$ cat src/rtl/tt6581_pkg.sv
// Shared SPI frame geometry and FSM state type for the tt6581 SPI master.
// Optional feature macro used by the master: SPI_MISO_SYNC_EN.
package tt6581_pkg;

   localparam int SPI_FRAME_W = 16;
   localparam int SPI_ADDR_W  = 7;
   localparam int SPI_DATA_W  = 8;
   localparam int SPI_RW_BIT  = 15;

   typedef enum logic [2:0] {
      ST_IDLE,
      ST_SETUP,
      ST_SHIFT,
      ST_HOLD,
      ST_GAP
   } spi_state_e;

   // Reads always send a zero data byte.
   function automatic logic [SPI_FRAME_W-1:0] build_frame(
      input logic                  we,
      input logic [SPI_ADDR_W-1:0] addr,
      input logic [SPI_DATA_W-1:0] wdata
   );
      return {we, addr, (we ? wdata : {SPI_DATA_W{1'b0}})};
   endfunction

endpackage

$ cat src/rtl/tt6581_sync2.sv
// Two-flop synchroniser for an asynchronous single-bit input.
// Instantiated by the SPI master only when SPI_MISO_SYNC_EN is defined.
module tt6581_sync2 (
   input  logic clk_i,
   input  logic rst_i,
   input  logic d_i,
   output logic q_o
);

   logic meta_q;
   logic sync_q;

   always_ff @(posedge clk_i or posedge rst_i) begin
      if (rst_i) begin
         meta_q <= 1'b0;
         sync_q <= 1'b0;
      end else begin
         meta_q <= d_i;
         sync_q <= meta_q;
      end
   end

   assign q_o = sync_q;

endmodule

$ cat src/rtl/tt6581_spi_master.sv
// SPI mode-0 initiator issuing one 16-bit register frame per accepted request.
// SPI_MISO_SYNC_EN: route miso_i through a 2-flop synchroniser and sample it later.
module tt6581_spi_master
   import tt6581_pkg::*;
#(
   parameter int CLK_DIV = 4,
   parameter int CS_GAP  = 2
) (
   input  logic                  clk_i,
   input  logic                  rst_i,
   input  logic                  req_valid_i,
   output logic                  req_ready_o,
   input  logic                  req_we_i,
   input  logic [SPI_ADDR_W-1:0] req_addr_i,
   input  logic [SPI_DATA_W-1:0] req_wdata_i,
   output logic                  rsp_valid_o,
   output logic [SPI_DATA_W-1:0] rsp_rdata_o,
   output logic                  busy_o,
   output logic                  sclk_o,
   output logic                  cs_no,
   output logic                  mosi_o,
   input  logic                  miso_i
);

   localparam int DIV_W = (CLK_DIV > 1) ? $clog2(CLK_DIV) : 1;
   localparam int GAP_W = (CS_GAP > 1) ? $clog2(CS_GAP) : 1;

   if (CLK_DIV < 2) begin : g_bad_div
      $error("tt6581_spi_master: CLK_DIV must be >= 2");
   end
   if (CS_GAP < 1) begin : g_bad_gap
      $error("tt6581_spi_master: CS_GAP must be >= 1");
   end

   spi_state_e                  state_q, state_d;
   logic [DIV_W-1:0]            div_cnt_q, div_cnt_d;
   logic [4:0]                  bit_cnt_q, bit_cnt_d;
   logic [GAP_W-1:0]            gap_cnt_q, gap_cnt_d;
   logic [SPI_FRAME_W-2:0]      shift_q, shift_d;
   logic [SPI_DATA_W-1:0]       rx_q, rx_d;
   logic [SPI_DATA_W-1:0]       rdata_q, rdata_d;
   logic                        sclk_q, sclk_d;
   logic                        cs_n_q, cs_n_d;
   logic                        mosi_q, mosi_d;
   logic                        rsp_valid_q, rsp_valid_d;
   logic                        busy_q, busy_d;
   logic                        ready_q, ready_d;
   logic                        div_end;
   logic                        sample_en;
   logic                        miso_s;
   logic [SPI_FRAME_W-1:0]      frame;

   assign div_end = (div_cnt_q == DIV_W'(CLK_DIV - 1));
   assign frame   = build_frame(req_we_i, req_addr_i, req_wdata_i);

`ifdef SPI_MISO_SYNC_EN
   if (CLK_DIV < 3) begin : g_bad_sync_div
      $error("tt6581_spi_master: CLK_DIV must be >= 3 with SPI_MISO_SYNC_EN");
   end

   tt6581_sync2 u_miso_sync (
      .clk_i (clk_i),
      .rst_i (rst_i),
      .d_i   (miso_i),
      .q_o   (miso_s)
   );

   // Synchroniser output reflects the level at the rising edge two clocks later.
   assign sample_en = (state_q == ST_SHIFT) && sclk_q && (div_cnt_q == DIV_W'(1));
`else
   assign miso_s    = miso_i;
   assign sample_en = div_end && (((state_q == ST_SETUP)) ||
                                  ((state_q == ST_SHIFT) && !sclk_q));
`endif

   always_ff @(posedge clk_i or posedge rst_i) begin
      if (rst_i) begin
         state_q     <= ST_IDLE;
         div_cnt_q   <= '0;
         bit_cnt_q   <= '0;
         gap_cnt_q   <= '0;
         shift_q     <= '0;
         rx_q        <= '0;
         rdata_q     <= '0;
         sclk_q      <= 1'b0;
         cs_n_q      <= 1'b1;
         mosi_q      <= 1'b0;
         rsp_valid_q <= 1'b0;
         busy_q      <= 1'b0;
         ready_q     <= 1'b0;
      end else begin
         state_q     <= state_d;
         div_cnt_q   <= div_cnt_d;
         bit_cnt_q   <= bit_cnt_d;
         gap_cnt_q   <= gap_cnt_d;
         shift_q     <= shift_d;
         rx_q        <= rx_d;
         rdata_q     <= rdata_d;
         sclk_q      <= sclk_d;
         cs_n_q      <= cs_n_d;
         mosi_q      <= mosi_d;
         rsp_valid_q <= rsp_valid_d;
         busy_q      <= busy_d;
         ready_q     <= ready_d;
      end
   end

   always_comb begin
      state_d     = state_q;
      div_cnt_d   = div_cnt_q;
      bit_cnt_d   = bit_cnt_q;
      gap_cnt_d   = gap_cnt_q;
      shift_d     = shift_q;
      rdata_d     = rdata_q;
      sclk_d      = sclk_q;
      cs_n_d      = cs_n_q;
      mosi_d      = mosi_q;
      rsp_valid_d = 1'b0;
      rx_d        = sample_en ? {rx_q[SPI_DATA_W-2:0], miso_s} : rx_q;

      case (state_q)
         ST_IDLE: begin
            if (req_valid_i && ready_q) begin
               state_d   = ST_SETUP;
               shift_d   = frame[SPI_FRAME_W-2:0];
               mosi_d    = frame[SPI_RW_BIT];
               cs_n_d    = 1'b0;
               sclk_d    = 1'b0;
               div_cnt_d = '0;
               bit_cnt_d = '0;
            end
         end
         ST_SETUP: begin
            if (div_end) begin
               state_d   = ST_SHIFT;
               sclk_d    = 1'b1;
               div_cnt_d = '0;
            end else begin
               div_cnt_d = div_cnt_q + DIV_W'(1);
            end
         end
         ST_SHIFT: begin
            if (!div_end) begin
               div_cnt_d = div_cnt_q + DIV_W'(1);
            end else begin
               div_cnt_d = '0;
               if (sclk_q) begin
                  // Falling edge: either finish after bit 0 or present the next bit.
                  sclk_d = 1'b0;
                  if (bit_cnt_q == 5'd15) begin
                     state_d = ST_HOLD;
                     mosi_d  = 1'b0;
                  end else begin
                     bit_cnt_d = bit_cnt_q + 5'd1;
                     mosi_d    = shift_q[SPI_FRAME_W-2];
                     shift_d   = {shift_q[SPI_FRAME_W-3:0], 1'b0};
                  end
               end else begin
                  sclk_d = 1'b1;
               end
            end
         end
         ST_HOLD: begin
            if (div_end) begin
               state_d     = ST_GAP;
               cs_n_d      = 1'b1;
               rsp_valid_d = 1'b1;
               rdata_d     = rx_q;
               gap_cnt_d   = '0;
            end else begin
               div_cnt_d = div_cnt_q + DIV_W'(1);
            end
         end
         ST_GAP: begin
            if (gap_cnt_q == GAP_W'(CS_GAP - 1)) begin
               state_d = ST_IDLE;
            end else begin
               gap_cnt_d = gap_cnt_q + GAP_W'(1);
            end
         end
         default: begin
            state_d = ST_IDLE;
            cs_n_d  = 1'b1;
            sclk_d  = 1'b0;
            mosi_d  = 1'b0;
         end
      endcase

      ready_d = (state_d == ST_IDLE);
      busy_d  = (state_d != ST_IDLE);
   end

   assign req_ready_o = ready_q;
   assign rsp_valid_o = rsp_valid_q;
   assign rsp_rdata_o = rdata_q;
   assign busy_o      = busy_q;
   assign sclk_o      = sclk_q;
   assign cs_no       = cs_n_q;
   assign mosi_o      = mosi_q;

endmodule

$ cat config.mk
export PLATFORM = sky130hd
export DESIGN_NAME = tt6581_spi_master
export DESIGN_NICKNAME = d
export VERILOG_FILES = /design/src/rtl/tt6581_pkg.sv /design/src/rtl/tt6581_sync2.sv /design/src/rtl/tt6581_spi_master.sv
export SDC_FILE = /design/constraint.sdc
export NUM_CORES = 1
export LEC_CHECK = 0
export CORE_MARGIN = 2
export CORE_UTILIZATION = 56
export CTS_BUF_LIST = sky130_fd_sc_hd__clkbuf_4 sky130_fd_sc_hd__clkbuf_8
export CTS_CLUSTER_DIAMETER = 50
export DETAILED_ROUTE_END_ITERATION = 7
export GPL_TIMING_DRIVEN = 0
export PLACE_DENSITY = 0.86
export SYNTH_ARGS = -nofsm -noshare
export SYNTH_HDL_FRONTEND = slang
export SYNTH_SLANG_ARGS = --single-unit
$ cat constraint.sdc
create_clock -name clk_i -period 2.97 [get_ports clk_i]
set_clock_uncertainty 0.15 [all_clocks]
set_input_delay 0.594 -clock clk_i [delete_from_list [all_inputs] [get_ports clk_i]]
set_output_delay 0.594 -clock clk_i [all_outputs]
set_load 0.05 [all_outputs]
== Word level (Yosys, flattened, before mapping) ==
Cells that the tools add are included.

* Input port bits: 20
* Output and inout port bits: 14
* Flip-flop bits (word level): 48
* Logic and storage cells: 93

* Muxes and demuxes: 39
* Eq/ne operators: 13
* Bitwise logic cells: 3
* Add/sub/neg operators: 3
* Reductions and logical operators: 22

{| class="wikitable"
|+ Operators by type and width
! cell !! number
|-
| $mux W15 || 4
|-
| $pmux W15 S2 || 1
|-
| $mux W3 || 7
|-
| $mux W5 || 4
|-
| $pmux W3 S5 || 1
|-
| $ne A2 B2 Y1 const B || 7
|-
| $mux W1 || 12
|-
| $pmux W5 S2 || 1
|-
| $mux W8 || 1
|-
| $reduce_and A4 Y1 || 2
|-
| $eq A3 B2 Y1 const B || 2
|-
| $logic_not A3 Y1 || 2
|-
| $mux W2 || 3
|-
| $pmux W1 S3 || 2
|-
| $pmux W2 S3 || 1
|-
| $reduce_and A3 Y1 || 2
|-
| $reduce_bool A3 Y1 || 2
|-
| $reduce_or A3 Y1 || 2
|-
| $add A5 B1 Y5 const B || 1
|-
| $eq A5 B4 Y1 const B || 1
|-
| $reduce_and A5 Y1 || 1
|-
| $pmux W1 S4 || 1
|-
| $reduce_and A2 Y1 || 2
|-
| $reduce_bool A2 Y1 || 2
|-
| 11 further kinds || 16
|}

== Depth between registers and ports, before layout ==
Gate-level depths: netlist of run 1.

* Depth after elaboration: 6
* Gate-level depth with buffers: 7
* Depth with buffers taken out: 6

== Worst setup path after synthesis of run 1 ==
OpenSTA, ideal clock, no wires.

* Path kind: register -> register
* Start: reg bit_cnt_q[0]
* End: reg shift_q[1]
* Clock period less this slack: 2.292 ns
* Required time: 2.695 ns
* Path buffers: 1
* Cell stages (with the launch flop): 8
* Setup slack: 0.678 ns
* Arrival: 2.017 ns
* Cell sequence: dfrtp_1 -> ha_1 -> and3_1 -> ha_1 -> nand4b_2 -> a21oi_4 -> buf_12 -> mux2_4

* Word-level cells in the longest chain between the ends: 3

{| class="wikitable"
|+ RTL lines
! element !! line !! source
|-
| from (decl) || tt6581_spi_master.sv:37 || <nowiki>logic [4:0] bit_cnt_q, bit_cnt_d;</nowiki>
|-
| from (signal assigned) || tt6581_spi_master.sv:94 || <nowiki>bit_cnt_q <= bit_cnt_d;</nowiki>
|-
| $eq A5 B4 Y1 || tt6581_spi_master.sv:150 || <nowiki>if (bit_cnt_q == 5'd15) begin</nowiki>
|-
| $ne A2 B2 Y1 (no source line) || n/a ||
|-
| $reduce_and A5 Y1 (no source line) || n/a ||
|-
| to (signal assigned) || tt6581_spi_master.sv:96 || <nowiki>shift_q <= shift_d;</nowiki>
|-
| to (decl) || tt6581_spi_master.sv:39 || <nowiki>logic [SPI_FRAME_W-2:0] shift_q, shift_d;</nowiki>
|}

Every way passes these cells.
A chain may end at the register's enable or synchronous reset.

== Worst setup path in the final report of run 1 ==
* Start: reg bit_cnt_q[0]
* End: reg shift_q[8]

The elaborated chain is that of the path after synthesis.

==> results.md, run 1 <==
* Status: complete, no violations
* Critical path startpoint category: flop
* Worst skew pair latency at 0.31 ns
* Met1 Track Usage GR at 28.3%
* Vias per std cell at 5.58
* Via count at 1558
* Syn_nets at 210
* Setup bufs post-CTS at 0
* TritonCTS clock tree: done
* Final hold slack at 0.360 ns
* Critical path peak fanout at 10
* Max_slew headroom at 63.9%
* Min Clock Period, post-route at 2.52 ns
* Tcrit/Tclk final at 84.7%
* CP endpoint kind: flop
* Largest net degree at the start of global routing at 26
* Vias in the first global route at 1503
* Number of antenna diodes at 0
* DP Area at 2760 µm²
* Hold_buf cts at 0
* Final Power at 1.22 mW
* Worst vdd ir at 0.000321 V
* Cells after synthesis at 187
* Die area at 4700 µm²
* Total GRT Usage at 21.6%
* #FFs+latches synth at 48
* Core area at 4000 µm²
* Worst Setup Path Type: reg -> reg
* Share of layout cells above drive strength 1 at 27.1%
* Ys Warns at 0
* Initial antenna violation count at 0
* DRT Pass-1 Iters at 4
* P_leak at 1.28 nW
* CTS Buffer Depth at 2
* Fmax achieved at 397 MHz
* H-Tree Depth at 2
* Clock slew at reported path FFs at 0.09 ns
* Drt total wl at 4410 µm
* Post-synthesis sequential area ratio at 51.5%
* Final setup viols at 0
* Total grt overflow at 0
* Residual DRC at 0
* Max Cap Violations at 0
* Design Area, Final at 2870 µm²
* Slew Limit Fails at 0
* Setup TNS at 0 ns
* Slew @ Worst Pin at 0.540 ns
* RSZ-0062 raised after global routing: no
* Met3 Resource Use GR at 5.68%
* Number of flops mapped to enable cells by yosys at 0
* Wire per inst at 15.8 µm
* CTS resizes at 0
* Pwr dens at 424 nW/µm²
* Met2 Usage GRT at 33.2%
* First-pass GRT wire length at 7260 µm
* Synthesized area per cell at 12.5 µm²
* Die H at 68.6 µm
* Chip width at 68.6 µm
* # nets final at 251
* Cell area after synthesis at 2340 µm²
* Detailed Route Iter0 Violations at 82
* Crit path DAT at 2.56 ns
* Ys async rst share at 100%
* Required time worst endpoint at 3.01 ns
* Ports at 34
* Synth cell types at 47
* Port bufs at 33
* Clock Sinks at 48
* Root Buffer: clkbuf_8
* Worst hold path type: reg -> reg
* DP HPWL at 3130 µm
* Layout area overhead at 22.9%
* Row Count at 23
* Final Hold Fails at 0
* Initial Utilization at 58.4%
* CTS Buf Count at 5
* GRT busiest layer: met2
* Antenna viol nets, final at 0
* Post-synth top flop: dfrtp_1
* Final GP Congestion at 0.877
## through the flow
stage | std cells | setup slack (ns) | util [%]
after floorplan | 187 | 0.678 | -
after global placement | 270 | 0.230 | 68.2
after detailed placement | 271 | 0.396 | 68.9
after CTS | 279 | 0.464 | 71.8
after global routing | 279 | 0.357 | 71.8
final | 279 | 0.453 | 71.8
## worst paths after layout
path	start	end	slack [ns]	depth (start not counted)
setup / recovery	bit_cnt_q[0]	shift_q[8]	0.45	7
hold / removal	rsp_rdata_o[7]	rsp_rdata_o[7]	0.36	1
setup reg to reg	bit_cnt_q[0]	shift_q[8]	0.45	7
hold reg to reg	rsp_rdata_o[7]	rsp_rdata_o[7]	0.36	1
max in group asynchronous	rst_i	cs_no	1.61	3
min in group asynchronous	rst_i	rsp_rdata_o[6]	0.49	2
## power breakdown
part,internal [mW],switching [mW],total [mW]
combinational,0.0391,0.0249,0.0640
clock,0.254,0.229,0.483
sequential,0.664,0.00656,0.671
total,0.957,0.261,1.22
## sequential cells by signal, summed over array words and instances, names as in the netlist
register	flops
shift_q	15
div_cnt_q	2
mosi_o	1
bit_cnt_q	5
busy_o	1
rx_q	8
req_ready_o	1
rsp_valid_o	1
sclk_o	1
state_q	3
cs_no	1
gap_cnt_q	1
rsp_rdata_o	8
## per-layer routing
| layer | up-vias | part of all wire, % |
|---|---|---|
| met5 | - | 0 |
| met4 | 0 | 2.4 |
| li1 | 761 | - |
| met2 | 37 | 49 |
| met1 | 750 | 44 |
| met3 | 10 | 4.9 |
## final cells by class
type	instances	area, µm²
tap	50	62.6
clock buffer	5	68.8
timing repair buffer	34	358
buffer	11	82.6
multi-input combinational	118	1010
clock inverter	3	46.3
inverter	10	37.5
sequential	48	1200
fill	259	1130
## placed cells by master (no fill, tap or decap), types with 2 or more instances in the layout
cell             synthesis  layout
ha_1                     3       3
nor2b_1                  4       4
a21o_1                   2       2
o21ai_0                  5       5
and3_1                   2       2
nand2_1                 10      10
buf_6                    2       2
nand3b_1                 3       3
mux2i_1                  3       3
dfrtp_1                 47      47
clkdlybuf4s50_1          0      33
mux2_2                  30      30
a22o_1                   6       6
o31ai_1                  2       2
a21oi_1                  5       5
clkbuf_8                 0       5
mux2_4                   8       8
nor3_1                   2       2
nor2_1                   5       5
nand3_1                  6       6
inv_1                   10       9
buf_2                    5       5
## synthesized netlist by cell type, drive strengths merged (2+ instances only)
library cell / n / area (µm²)
o21ai: 6 / 33.8
a21o: 2 / 15.0
inv: 10 / 37.5
and3: 2 / 12.5
nor2b: 4 / 25.0
dfrtp: 47 / 1180
buf: 10 / 78.8
a21oi: 6 / 41.3
nand2: 10 / 37.5
nand3b: 3 / 22.5
nor2: 5 / 18.8
a22o: 6 / 52.6
ha: 3 / 37.5
mux2: 38 / 458
nand3: 7 / 40.0
mux2i: 3 / 30.0
nor3: 2 / 10.0
o31ai: 2 / 15.0
## kinds of logic after synthesis
logic type / synth area share [%]
buffers and inverters: 5.14
adders and majority gates: 1.61
and+or+nand+nor: 9.75
AOI/OAI and AO/OA: 11.1
DFF: 51.5
muxes: 20.9
## worst max-delay path, cell delays in order, from the launching register on
cell and delay [ns]:
dfrtp_1 0.42, ha_1 0.24, and3_1 0.19, ha_1 0.20
nand4b_2 0.33, a21oi_4 0.38, buf_12 0.19, mux2_4 0.30
(Power assumes the default switching activity.)
==> run 2, diff against run 1 <==
CORE_UTILIZATION = 51   (was 56)
PLACE_DENSITY = 0.83   (was 0.86)
clock period = 2.05 ns   (was 2.97 ns; I/O delays follow)
==> results.md, run 2 (synthesis results as in run 1) <==
* Worst Setup Path Type: reg -> reg (unchanged)
* Pwr dens at 580 nW/µm² (was 424 nW/µm²)
* Initial Utilization at 53.3% (was 58.4%)
* # nets final at 262 (was 251)
* Share of layout cells above drive strength 1 at 32.1% (was 27.1%)
* Multi-input gate area at 1060 µm² (was 1010 µm²)
* Storage element area at 1200 µm² (unchanged)
* Root Buffer: clkbuf_8 (unchanged)
* Chip width at 71.7 µm (was 68.6 µm)
* Most frequent cells in the layout: dfrtp_1 (47), mux2_2 (27), clkdlybuf4s50_1 (23), mux2_4 (11), nand2_1 (10) (was dfrtp_1 (47), clkdlybuf4s50_1 (33), mux2_2 (30), nand2_1 (10), inv_1 (9))
* DRT Pass-1 Iters at 4 (unchanged)
* Drt total wl at 5090 µm (was 4410 µm)
* RSZ-0062 raised after global routing: yes (was no)
* Worst r2r src: bit_cnt_q[1] (was bit_cnt_q[0])
* Ports at 34 (unchanged)
* Failing checks: setup timing
* Sequential power share at 54.9% (was 55.1%)
* Dpl ws at -0.389 ns (was 0.396 ns)
* Total grt overflow at 0 (unchanged)
* Residual DRC at 0 (unchanged)
* First-pass GRT wire length at 8440 µm (was 7260 µm)
* Critical path startpoint category: flop (unchanged)
* Clock Sinks at 48 (unchanged)
* Initial antenna violation count at 0 (unchanged)
* Antenna viol nets, final at 0 (unchanged)
* H-Tree Depth at 2 (unchanged)
* Die area at 5140 µm² (was 4700 µm²)
* Worst skew pair latency at 0.30 ns (was 0.31 ns)
* CP Launch Point: bit_cnt_q[1] (was bit_cnt_q[0])
* CTS Buf Count at 5 (unchanged)
* Max_slew headroom at 66.2% (was 63.9%)
* Total GRT Usage at 21.2% (was 21.6%)
* Max Cap Violations at 0 (unchanged)
* Slew @ Worst Pin at 0.506 ns (was 0.540 ns)
* Vias in the first global route at 1742 (was 1503)
* Util after Layout at 69.6% (was 71.8%)
* Die H at 71.7 µm (was 68.6 µm)
* Critical-path top delay cell: dfrtp_1 (unchanged)
* Largest net degree at the start of global routing at 27 (was 26)
* Final setup viols at 14 (was 0)
* WP buf/inv at 2 (was 1)
* Detailed Route Iter0 Violations at 159 (was 82)
* Combinational share of power at 5.3% (about the same)
* Tcrit/Tclk final at 104% (was 84.7%)
* Core area at 4380 µm² (was 4000 µm²)
* CTS Buffer Depth at 2 (unchanged)
* Fillcell total at 306 (was 259)
* Final Power at 1.77 mW (was 1.22 mW)
* Most common cell after layout, fill and taps aside: dfrtp_1 (unchanged)
* Via count at 1680 (was 1558)
* Fmax achieved at 471 MHz (was 397 MHz)
* Clk pwr share at 39.8% (was 39.7%)
* TritonCTS clock tree: done (unchanged)
* Port bufs at 33 (unchanged)
* Wire per inst at 17.4 µm (was 15.8 µm)
* Critical path peak fanout at 5 (was 10)
* CP endpoint kind: flop (unchanged)
* Hold_buf cts at 0 (unchanged)
* CP top delay family: flip-flops (was simple AND/OR/NAND/NOR gates)
* Worst vdd ir at 0.000441 V (was 0.000321 V)
* Min Clock Period, post-route at 2.13 ns (was 2.52 ns)
* Max reg flops at 15 (unchanged)
* Critical Path Max Stage Delay at 0.41 ns (was 0.42 ns)
* P_leak at 1.48 nW (was 1.28 nW)
* Most used cell, CP: buf_12 (was ha_1)
* Number of antenna diodes at 0 (unchanged)
* Layout area overhead at 30.7% (was 22.9%)
* Dpl cells at 273 (was 271)
* R2r setup slk at -0.08 ns (was 0.45 ns)
* Slew Limit Fails at 0 (unchanged)
* Top reg by flops: shift_q (unchanged)
* Vias per std cell at 5.75 (was 5.58)
* Required time worst endpoint at 2.09 ns (was 3.01 ns)
* Psw at 383 µW (was 261 µW)
* DP HPWL at 3260 µm (was 3130 µm)
* Row Count at 24 (was 23)
* Final GP Congestion at 0.880 (was 0.877)
* CP cell instances: ha_2 -> and3_4 -> ha_4 -> nand4b_4 -> a21oi_4 -> buf_12 -> buf_12 -> mux2_4 (was ha_1 -> and3_1 -> ha_1 -> nand4b_2 -> a21oi_4 -> buf_12 -> mux2_4)
* Fin cells at 292 (was 279)
* Sw Ratio at 21.7% (was 21.4%)
* Final Hold Fails at 0 (unchanged)
* Internal at 1.39 mW (was 957 µW)
* Setup ws final at -0.0752 ns (was 0.453 ns)
* Worst hold path type: in -> async (was reg -> reg)
* Status: finished with violations (was complete, no violations)
* Clock slew at reported path FFs at 0.09 ns (about the same)
* Crit path DAT at 2.17 ns (was 2.56 ns)
run 2: cell types whose count changed in the layout (fill, tap and decap cells not counted), sizes merged:
| cell | delta |
|---|---|
| buf | +11 |
| clkdlybuf4s50 | -10 |
| dlymetal6s2s | +7 |
| dlygate4sd2 | +3 |
run 2: worst paths after layout:
path	to	cells after the start
worst max-delay path	shift_q[8]	8
max in group asynchronous	bit_cnt_q[4]	3
worst min-delay path	rsp_rdata_o[3]	2
worst min register to register	rsp_rdata_o[3]	1
worst max register to register	shift_q[8]	8
min in group clk_i	rsp_rdata_o[3]	1
run 2: metrics by stage:
step | hold WS, ns | cell area [µm²] | TNS (ns)
floorplan | 0.307 | 2360 | -0.468
global placement | 0.336 | 2760 | -30.36
detailed placement | 0.344 | 2780 | -5.36
CTS | 0.317 | 3000 | -0.600
global route | 0.351 | 3050 | -1.59
finish | 0.306 | 3050 | -0.731
run 2: final cells by class:
cell class / count / area share (%)
Clock inverter: 3 / 1.52
Clock buffer: 5 / 2.25
Timing Repair Buffer: 45 / 15.9
Tap cell: 52 / 2.13
Multi-Input combinational cell: 118 / 34.8
Inverter: 10 / 1.23
Buffer: 11 / 2.70
Sequential cell: 48 / 39.4
run 2: worst reg2reg max path, delay by kind of cell (launching register included):
family,cells,cell delay [ns]
AO/OA/AOI/OAI,1,0.19
adder cells (fa/ha/maj),2,0.35
buffers and inverters,2,0.26
flip-flops,1,0.41
multiplexers,1,0.30
AND/OR/NAND/NOR,2,0.36
run 2: routing by layer:
metal / routed length (µm) / GRT usage, %
met5: 0 / 0
met4: 56 / 6.08
met3: 198 / 3.94
met2: 2670 / 37.1
met1: 2170 / 26.8
run 2: timing repair:
item	in CTS	in global routing
buffers inserted	9	1
pin swaps	3	4
setup endpoints to repair	19	32
resized for setup	5	13
gates cloned	1	0
run 2: power groups by stage:
stage / Sequential, mW / Combinational, mW / Clock [mW]
global route: 0.975 / 0.103 / 0.743
CTS: 0.972 / 0.0932 / 0.709
detailed placement: 0.991 / 0.0923 / 0
global placement: 0.990 / 0.0858 / 0
finish: 0.972 / 0.0937 / 0.704
floorplan: 0.991 / 0.0362 / 0
==> run 3, diff against run 2 <==
CORE_MARGIN = 4   (was 2)
CORE_UTILIZATION = 48   (was 51)
CTS_BUF_LIST = not set   (was sky130_fd_sc_hd__clkbuf_4 sky130_fd_sc_hd__clkbuf_8)
HOLD_SLACK_MARGIN = 0.15   (was not set)
PLACE_DENSITY = 0.79   (was 0.83)
==> results.md, run 3 (synthesis results as in run 1) <==
* Die area at 6050 µm² (was 5140 µm²)
* Critical path peak fanout at 5 (unchanged)
* TritonCTS clock tree: done (unchanged)
* Psw at 362 µW (was 383 µW)
* Design Area, Final at 3070 µm² (was 3050 µm²)
* Final Hold Fails at 0 (unchanged)
* Util after Layout at 64.9% (was 69.6%)
* Setup ws final at -0.0858 ns (was -0.0752 ns)
* Hold_buf cts at 0 (unchanged)
* Sw Ratio at 20.0% (was 21.7%)
* CTS Buffer Depth at 2 (unchanged)
* Dpl ws at -0.407 ns (was -0.389 ns)
* Dpl cells at 288 (was 273)
* Die H at 77.8 µm (was 71.7 µm)
* Crit path DAT at 2.17 ns (about the same)
* Layout area overhead at 31.3% (was 30.7%)
* Port bufs at 33 (unchanged)
* Chip width at 77.8 µm (was 71.7 µm)
* Final Power at 1.81 mW (was 1.77 mW)
* Pwr dens at 591 nW/µm² (was 580 nW/µm²)
* Core area at 4720 µm² (was 4380 µm²)
* Total grt overflow at 0 (unchanged)
* CP endpoint kind: flop (unchanged)
* Number of antenna diodes at 0 (unchanged)
* Antenna viol nets, final at 0 (unchanged)
* CTS Buf Count at 5 (unchanged)
* Slew @ Worst Pin at 0.512 ns (was 0.506 ns)
* Max Cap Violations at 0 (unchanged)
* Setup TNS at -0.750 ns (was -0.731 ns)
* Met2 Usage GRT at 28.3% (was 37.1%)
* Largest net degree at the start of global routing at 28 (was 27)
* DRT Pass-1 Iters at 4 (unchanged)
* Final hold slack at 0.280 ns (was 0.306 ns)
* Top reg by flops: shift_q (unchanged)
* Most frequent cells in the layout: dfrtp_1 (47), mux2_2 (24), clkdlybuf4s50_1 (22), mux2_4 (14), nand2_1 (10) (was dfrtp_1 (47), mux2_2 (27), clkdlybuf4s50_1 (23), mux2_4 (11), nand2_1 (10))
* Worst hold path type: in -> async (unchanged)
* Required time worst endpoint at 2.09 ns (about the same)
* Max_slew headroom at 65.8% (was 66.2%)
* Met3 Resource Use GR at 4.99% (was 3.94%)
* Clock slew at reported path FFs at 0.09 ns (about the same)
* Root Buffer: clkbuf_8 (unchanged)
* Residual DRC at 0 (unchanged)
* Final setup viols at 15 (was 14)
* Worst skew pair latency at 0.31 ns (was 0.30 ns)
* Status: finished with violations (unchanged)
* Tcrit/Tclk final at 104% (about the same)
* Met1 Track Usage GR at 20.8% (was 26.8%)
* First-pass GRT wire length at 8160 µm (was 8440 µm)
* Combinational share of power at 5.3% (about the same)
* DP HPWL at 3090 µm (was 3260 µm)
* Slew Limit Fails at 0 (unchanged)
* Vias in the first global route at 1700 (was 1742)
* Worst vdd ir at 0.000516 V (was 0.000441 V)
* RSZ-0062 raised after global routing: yes (unchanged)
* Detailed Route Iter0 Violations at 103 (was 159)
* Failing checks: setup timing (unchanged)
* Min Clock Period, post-route at 2.14 ns (was 2.13 ns)
* Share of layout cells above drive strength 1 at 32.5% (was 32.1%)
* Via count at 1646 (was 1680)
* Fmax achieved at 468 MHz (was 471 MHz)
* Wire per inst at 16.3 µm (was 17.4 µm)
* Clk pwr share at 41.1% (was 39.8%)
* Drt total wl at 5020 µm (was 5090 µm)
* Sequential power share at 53.7% (was 54.9%)
* Internal at 1.45 mW (was 1.39 mW)
* Initial Utilization at 49.5% (was 53.3%)
* Clock Sinks at 48 (unchanged)
* Initial antenna violation count at 0 (unchanged)
* Final GP Congestion at 0.804 (was 0.880)
* Vias per std cell at 5.36 (was 5.75)
* Most common cell after layout, fill and taps aside: dfrtp_1 (unchanged)
* Ports at 34 (unchanged)
* H-Tree Depth at 2 (unchanged)
* Worst Setup Path Type: reg -> reg (unchanged)
* P_leak at 1.51 nW (was 1.48 nW)
* Critical path startpoint category: flop (unchanged)
* Fin cells at 307 (was 292)
* GRT busiest layer: met2 (unchanged)
* # nets final at 262 (unchanged)
* Max reg flops at 15 (unchanged)
* Row Count at 25 (was 24)
* Fillcell total at 347 (was 306)
* DP Area at 2800 µm² (was 2780 µm²)
* Total GRT Usage at 17.1% (was 21.2%)
==> run 3: power by group through the flow <==
stage | sequential [mW] | clock [mW] | combinational (mW)
CTS | 0.971 | 0.756 | 0.0938
finish | 0.972 | 0.744 | 0.0956
floorplan | 0.991 | 0 | 0.0362
global route | 0.974 | 0.802 | 0.104
detailed placement | 0.990 | 0 | 0.0931
global placement | 0.989 | 0 | 0.0863
==> run 3: critical path, stage by stage, from the launching register on <==
cell and delay (ns):
dfrtp_1 0.40, ha_2 0.19, and3_4 0.18, ha_4 0.15, nand4b_4 0.18, a21oi_4 0.27, buf_6 0.19, mux2_4 0.31
==> run 3: routing by layer <==
layer / up-vias / share of wire, %
met2: 38 / 51
met5: - / 0
met4: 0 / 1.8
li1: 775 / -
met3: 10 / 4.2
met1: 823 / 43
==> run 3: final timing paths <==
path | from | end | slack (ns) | depth (start not counted)
setup / recovery | bit_cnt_q[0] | shift_q[8] | -0.09 | 7
hold / removal | rst_i | rsp_rdata_o[4] | 0.28 | 2
setup reg to reg | bit_cnt_q[0] | shift_q[8] | -0.09 | 7
hold reg to reg | rsp_rdata_o[2] | rsp_rdata_o[2] | 0.36 | 1
max in group asynchronous | rst_i | shift_q[9] | 0.97 | 3
min in group clk_i | rsp_rdata_o[2] | rsp_rdata_o[2] | 0.36 | 1
==> run 3: what timing repair did <==
action,4_1_cts,5_1_grt
setup buffers,9,3
gates cloned,1,0
gates resized for setup,5,19
endpoints found under the setup margin,19,38
pin swaps,3,4
==> run 3: layout make-up <==
cell class | instances | area [µm²] | area share [%]
flip-flops and latches | 48 | 1200 | 39.2
multi-input cells | 118 | 1070 | 35.0
repair buffers | 46 | 480 | 15.7
clock buffers | 7 | 96.3 | 3.14
well taps | 67 | 83.8 | 2.73
plain buffers | 10 | 62.6 | 2.04
inverters | 10 | 37.5 | 1.22
clock inverters | 1 | 30.0 | 0.979
==> edit 1 (settings of run 3) <==
Encoding of `spi_state_e`: now one-hot (5 bits for 5 states).
--- a/src/rtl/tt6581_pkg.sv
+++ b/src/rtl/tt6581_pkg.sv
@@ -7,12 +7,12 @@
    localparam int SPI_DATA_W  = 8;
    localparam int SPI_RW_BIT  = 15;
 
-   typedef enum logic [2:0] {
-      ST_IDLE,
-      ST_SETUP,
-      ST_SHIFT,
-      ST_HOLD,
-      ST_GAP
+   typedef enum logic [4:0] {
+      ST_IDLE  = 5'b00001,
+      ST_SETUP = 5'b00010,
+      ST_SHIFT = 5'b00100,
+      ST_HOLD  = 5'b01000,
+      ST_GAP   = 5'b10000
    } spi_state_e;
 
    // Reads always send a zero data byte.
Behaviour: no difference found for any inputs over 10 cycles, from zero or initial values and one cycle with rst_i high; not proved beyond that.
==> edit 1 against run 3 <==
  * The run still ends with negative setup slack left
  * Final area rose by 0.73%
  * Synthesized area increased by 1.2%
  * Maximum frequency fell by 1.8%
  * Sequential share of layout area is 1.4 points higher
  * Worst hold slack got worse by 89 ps
  * Setup slack worse by 40 ps
  * Sequential cell count rose by 2
  * Routed wire length grew 7.9%
  * Critical path depth is 3 higher
  * Via count increased by 16%
  * Critical endpoint unchanged
Power is not compared: it rests on default switching activity, and its combinational part moved more than twofold at a synthesized area within 25%.
==> edit 1: results (changes against run 3) <==
outcome: "complete, but fails checks"
violations: "negative setup slack"
met2_length_um: 2760  # +8.4%
n_fill_cell: 403  # +16%
grt_pass1_vias: 1853  # +9.0%
ys.warnings.count: 0  # unchanged
place_inst: 345  # +20%
yosys.area_share.adder_pct: 1.59  # -0.019 points
syn_avg_cell_area_um2: 9.65  # -23%
dr.pass1.iters: 4  # unchanged
drt_iter0_drc: 97  # -5.8%
dp_slack_ps: -440  # -33.4 ps
slew_headroom_pct: 65.5  # -0.33 points
grt_max_degree: 42  # +50%
hold_class: "in -> async"
synth_cell_types: 44  # -6.4%
grtUsageMet2_pct: 31.8  # +3.4 points
h-tree-depth: 2  # unchanged
clockRootBuffer: "clkbuf_8"
setup_viol: 23  # +8
worstSkewPairLatency_ps: 310  # about the same
grtUsageMet3_pct: 3.90  # -1.1 points
ys_seq_area_share_pct: 53.0  # +1.6 points
placedInstanceArea_mm2: 0.00282  # +0.67%
drive_above_1_share_pct: 23.8  # -8.7 points
drt-met1-wl_um: 2340  # +7.8%
largest_register_ffs: 15  # unchanged
synth_mux_area_share_pct: 5.56  # -15 points
synth_xor_xnor_area_share_pct: 0  # unchanged
synthTopCellsByArea: "dfrtp_1 51%, nand2_1 8.4%, mux2_2 4.3%, a31oi_1 4.2%, nor2_1 3.8%"
syn_nets: 268  # +28%
met3_length_um: 237  # +12%
grt_pass1_wl_um: 8960  # +9.7%
dp_hpwl_um: 3570  # +16%
p_leak_nw: 1.55
crit_path_top_delay_cell: "dfrtp_1"
cts_buffer_depth: 2  # unchanged
cp.arrival_ps: 2250  # +80 ps
synth_compound_area_share_pct: 11.4  # +0.29 points
layout.cells.non_filler: 361  # +18%
highest_layer: "met4"
fin_tns_setup_ps: -2170  # -1420 ps
grt_use_met1_pct: 23.5  # +2.6 points
portBuffers: 32  # -3.0%
routed_wl_um: 5410  # +7.9%
gp_congestion: 0.872  # +8.5%
setup_ws_ps: -126  # -40.2 ps
num_antenna_cells: 0  # unchanged
netlist_top_cells_count: "53 x nand2_1, 48 x dfrtp_1, 24 x nor2_1, 16 x a31oi_1, 11 x nand3_1"
finalNetCount: 316  # +21%
antenna_found_initial: 0  # unchanged
vias_per_cell: 5.28  # -1.5%
critPathMaxFanout: 8  # +3
ir_worst_vdd_v: 0.000548
grt.total_usage_pct: 18.5  # +1.4 points
## edit 1: worst paths after layout
check | cells after the start | startpoint | slack (ps) | end
worst max register to register | 10 | bit_cnt_q[0] | -130 | shift_q[8]
worst min register to register | 2 | rsp_rdata_o[6] | 320 | rsp_rdata_o[6]
min in group clk_i | 2 | rsp_rdata_o[6] | 320 | rsp_rdata_o[6]
max in group asynchronous | 3 | rst_i | 1000 | cs_no
worst min-delay path | 2 | rst_i | 190 | rsp_rdata_o[6]
worst max-delay path | 10 | bit_cnt_q[0] | -130 | shift_q[8]
## edit 1: cell families after synthesis
kind of cell | count (synthesis)
adder cells (fa/ha/maj) | 3
flip-flops | 50
buffers and inverters | 24
multiplexers | 12
AND/OR/NAND/NOR | 117
AO/OA/AOI/OAI | 39
## edit 1: repair_timing
| action | 4_1_cts | 5_1_grt |
|---|---|---|
| endpoints found under the setup margin | 30 | 33 |
| buffers inserted | 7 | 2 |
| cloned | 1 | 0 |
| pin swaps | 3 | 4 |
| resized for setup | 25 | 19 |
## edit 1: worst max-delay path, delay by kind of cell (launching register included)
family,cells,cell delay [ps]
simple gates,4,390
fa+ha+maj,2,350
flops,1,400
compound gates,2,470
buf+inv,2,330
## edit 1: where the power goes
group          switching (mW)  internal (mW)
Combinational           0.655          0.478
Sequential              0.144           1.22
Clock                   0.337          0.363
## edit 1: layout make-up
type / instances / area (um^2) / area share [%]
flip-flops and latches: 50 / 1250 / 40.6
clock buffers: 5 / 68.8 / 2.23
repair buffers: 43 / 439 / 14.2
inverters: 8 / 30.0 / 0.972
well taps: 67 / 83.8 / 2.71
plain buffers: 14 / 101 / 3.28
clock inverters: 3 / 45.0 / 1.46
multi-input cells: 171 / 1070 / 34.5
==> edit 2 (flow settings as in run 3) <==
Without the edit above. Build with the macro `SPI_MISO_SYNC_EN` defined.
--- a/src/rtl/tt6581_spi_master.sv
+++ b/src/rtl/tt6581_spi_master.sv
@@ -1,5 +1,7 @@
 // SPI mode-0 initiator issuing one 16-bit register frame per accepted request.
 // SPI_MISO_SYNC_EN: route miso_i through a 2-flop synchroniser and sample it later.
+`define SPI_MISO_SYNC_EN
+
 module tt6581_spi_master
    import tt6581_pkg::*;
 #(
Function: same outputs for any inputs over 10 cycles, from zero or initial values and one cycle with rst_i high; that may be too few to reach the edited logic, so the function may still have changed.
==> edit 2 against run 3 <==
  * The flow still finishes with violations (negative setup slack)
  * Sequential cell count increased by 2
  * Routed wire length decreased by 0.74%
  * Synthesized cell count rose by 16%
  * Power is 4.0% higher
  * Non-clock buffer count increased by 1
  * Final area decreased by 2.2%
  * Synthesized area decreased by 5.0%
  * Sequential power increased by 2.7%
  * Critical endpoint is now bit_cnt_q[3]
  * Setup slack lost 150 ps
  * First-iteration DRC count increased by 64%
  * Largest power group unchanged
  * Via count grew 9.4%
  * Global-route usage grew 0.55 points
==> edit 2: results (changes against run 3) <==
synth_cell_types: 34  # -28%
p_comb_share_pct: 3.5  # -1.8 points
critPathTopFamily: "simple AND/OR/NAND/NOR gates"
grt_use_met1_pct: 22.5  # +1.7 points
clk_share_pct: 4.59  # +0.47 points
critPathMaxFanout: 4  # -1
grt_pass1_vias: 1741  # +2.4%
met2_length_um: 2520  # -0.87%
hold_class: "reg -> reg"
grtUsageMet2_pct: 28.7  # +0.34 points
nNonClkBuffers: 57  # +1.8%
met3_length_um: 232  # +10%
finalNetCount: 292  # +11%
tapcell.inserted: 52  # -22%
netlist_top_cells_count: "49 x dfrtp_1, 36 x nand2_1, 19 x nor2_1, 16 x mux2_2, 14 x a31oi_1"
grt_pass1_wl_um: 8310  # +1.8%
grt_max_degree: 36  # +29%
ys_seq_area_share_pct: 56.4  # +5.0 points
inverters_excl_clock: 8  # -2
crit_path_top_delay_cell: "a2111o_1"
comb.multi_input.count: 146  # +24%
synth_mux_area_share_pct: 8.12  # -13 points
n_fill_cell: 331  # -4.6%
outcome: "complete, but fails checks"
multi_input_area_share_pct: 32.9  # -2.1 points
grtUsageMet3_pct: 4.26  # -0.73 points
p_leak_nw: 1.43  # -5.4%
setup_ws_ps: -235  # -150 ps
syn_nets: 241  # +15%
placedInstanceArea_mm2: 0.00267  # -4.7%
nClkBuffers: 5  # -2
synth_compound_area_share_pct: 14.1  # +3.0 points
powerSeq_mw: 0.998  # +2.7%
sh_seq_area_pct: 41.7  # +2.5 points
vias: 1800  # +9.4%
bufAreaShareNonClock_pct: 17.6  # -0.067 points
setup_viol: 20  # +5
place_inst: 302  # +4.9%
fin_tns_setup_ps: -3880  # -3130 ps
synthTopCellsByArea: "dfrtp_1 55%, mux2_2 8.1%, nand2_1 6.1%, a31oi_1 3.9%, nor2_1 3.2%"
yosys.area_share.adder_pct: 2.25  # +0.65 points
violations: "negative setup slack"
switchingPower_mw: 0.364  # +0.59%
## edit 2: changes by cell type after synthesis, moves of 5 or more
cell	run 3	this run
a21oi_1	5	10
a22o_1	6	0
a31oi_1	0	14
clkbuf_1	1	6
mux2_2	30	16
mux2_4	8	0
nand2_1	10	36
nor2_1	5	19
o21ai_0	5	10
## edit 2: timing repair
action                                  in CTS  in global routing
endpoints found under the setup margin      34                 35
gates cloned                                 2                  0
hold buffers                                 0                  0
buffers inserted                             8                  2
resized for setup                           21                 25
pin swaps                                    2                  4
## edit 2: final timing paths
kind,endpoint,slack [ps],depth (start not counted)
min in group asynchronous,div_cnt_q[1],230,2
max in group asynchronous,bit_cnt_q[2],1030,3
worst max-delay path,bit_cnt_q[3],-240,7
worst max register to register,bit_cnt_q[3],-240,7
worst min-delay path,u_miso_sync.q_o,210,0
worst min register to register,u_miso_sync.q_o,210,0
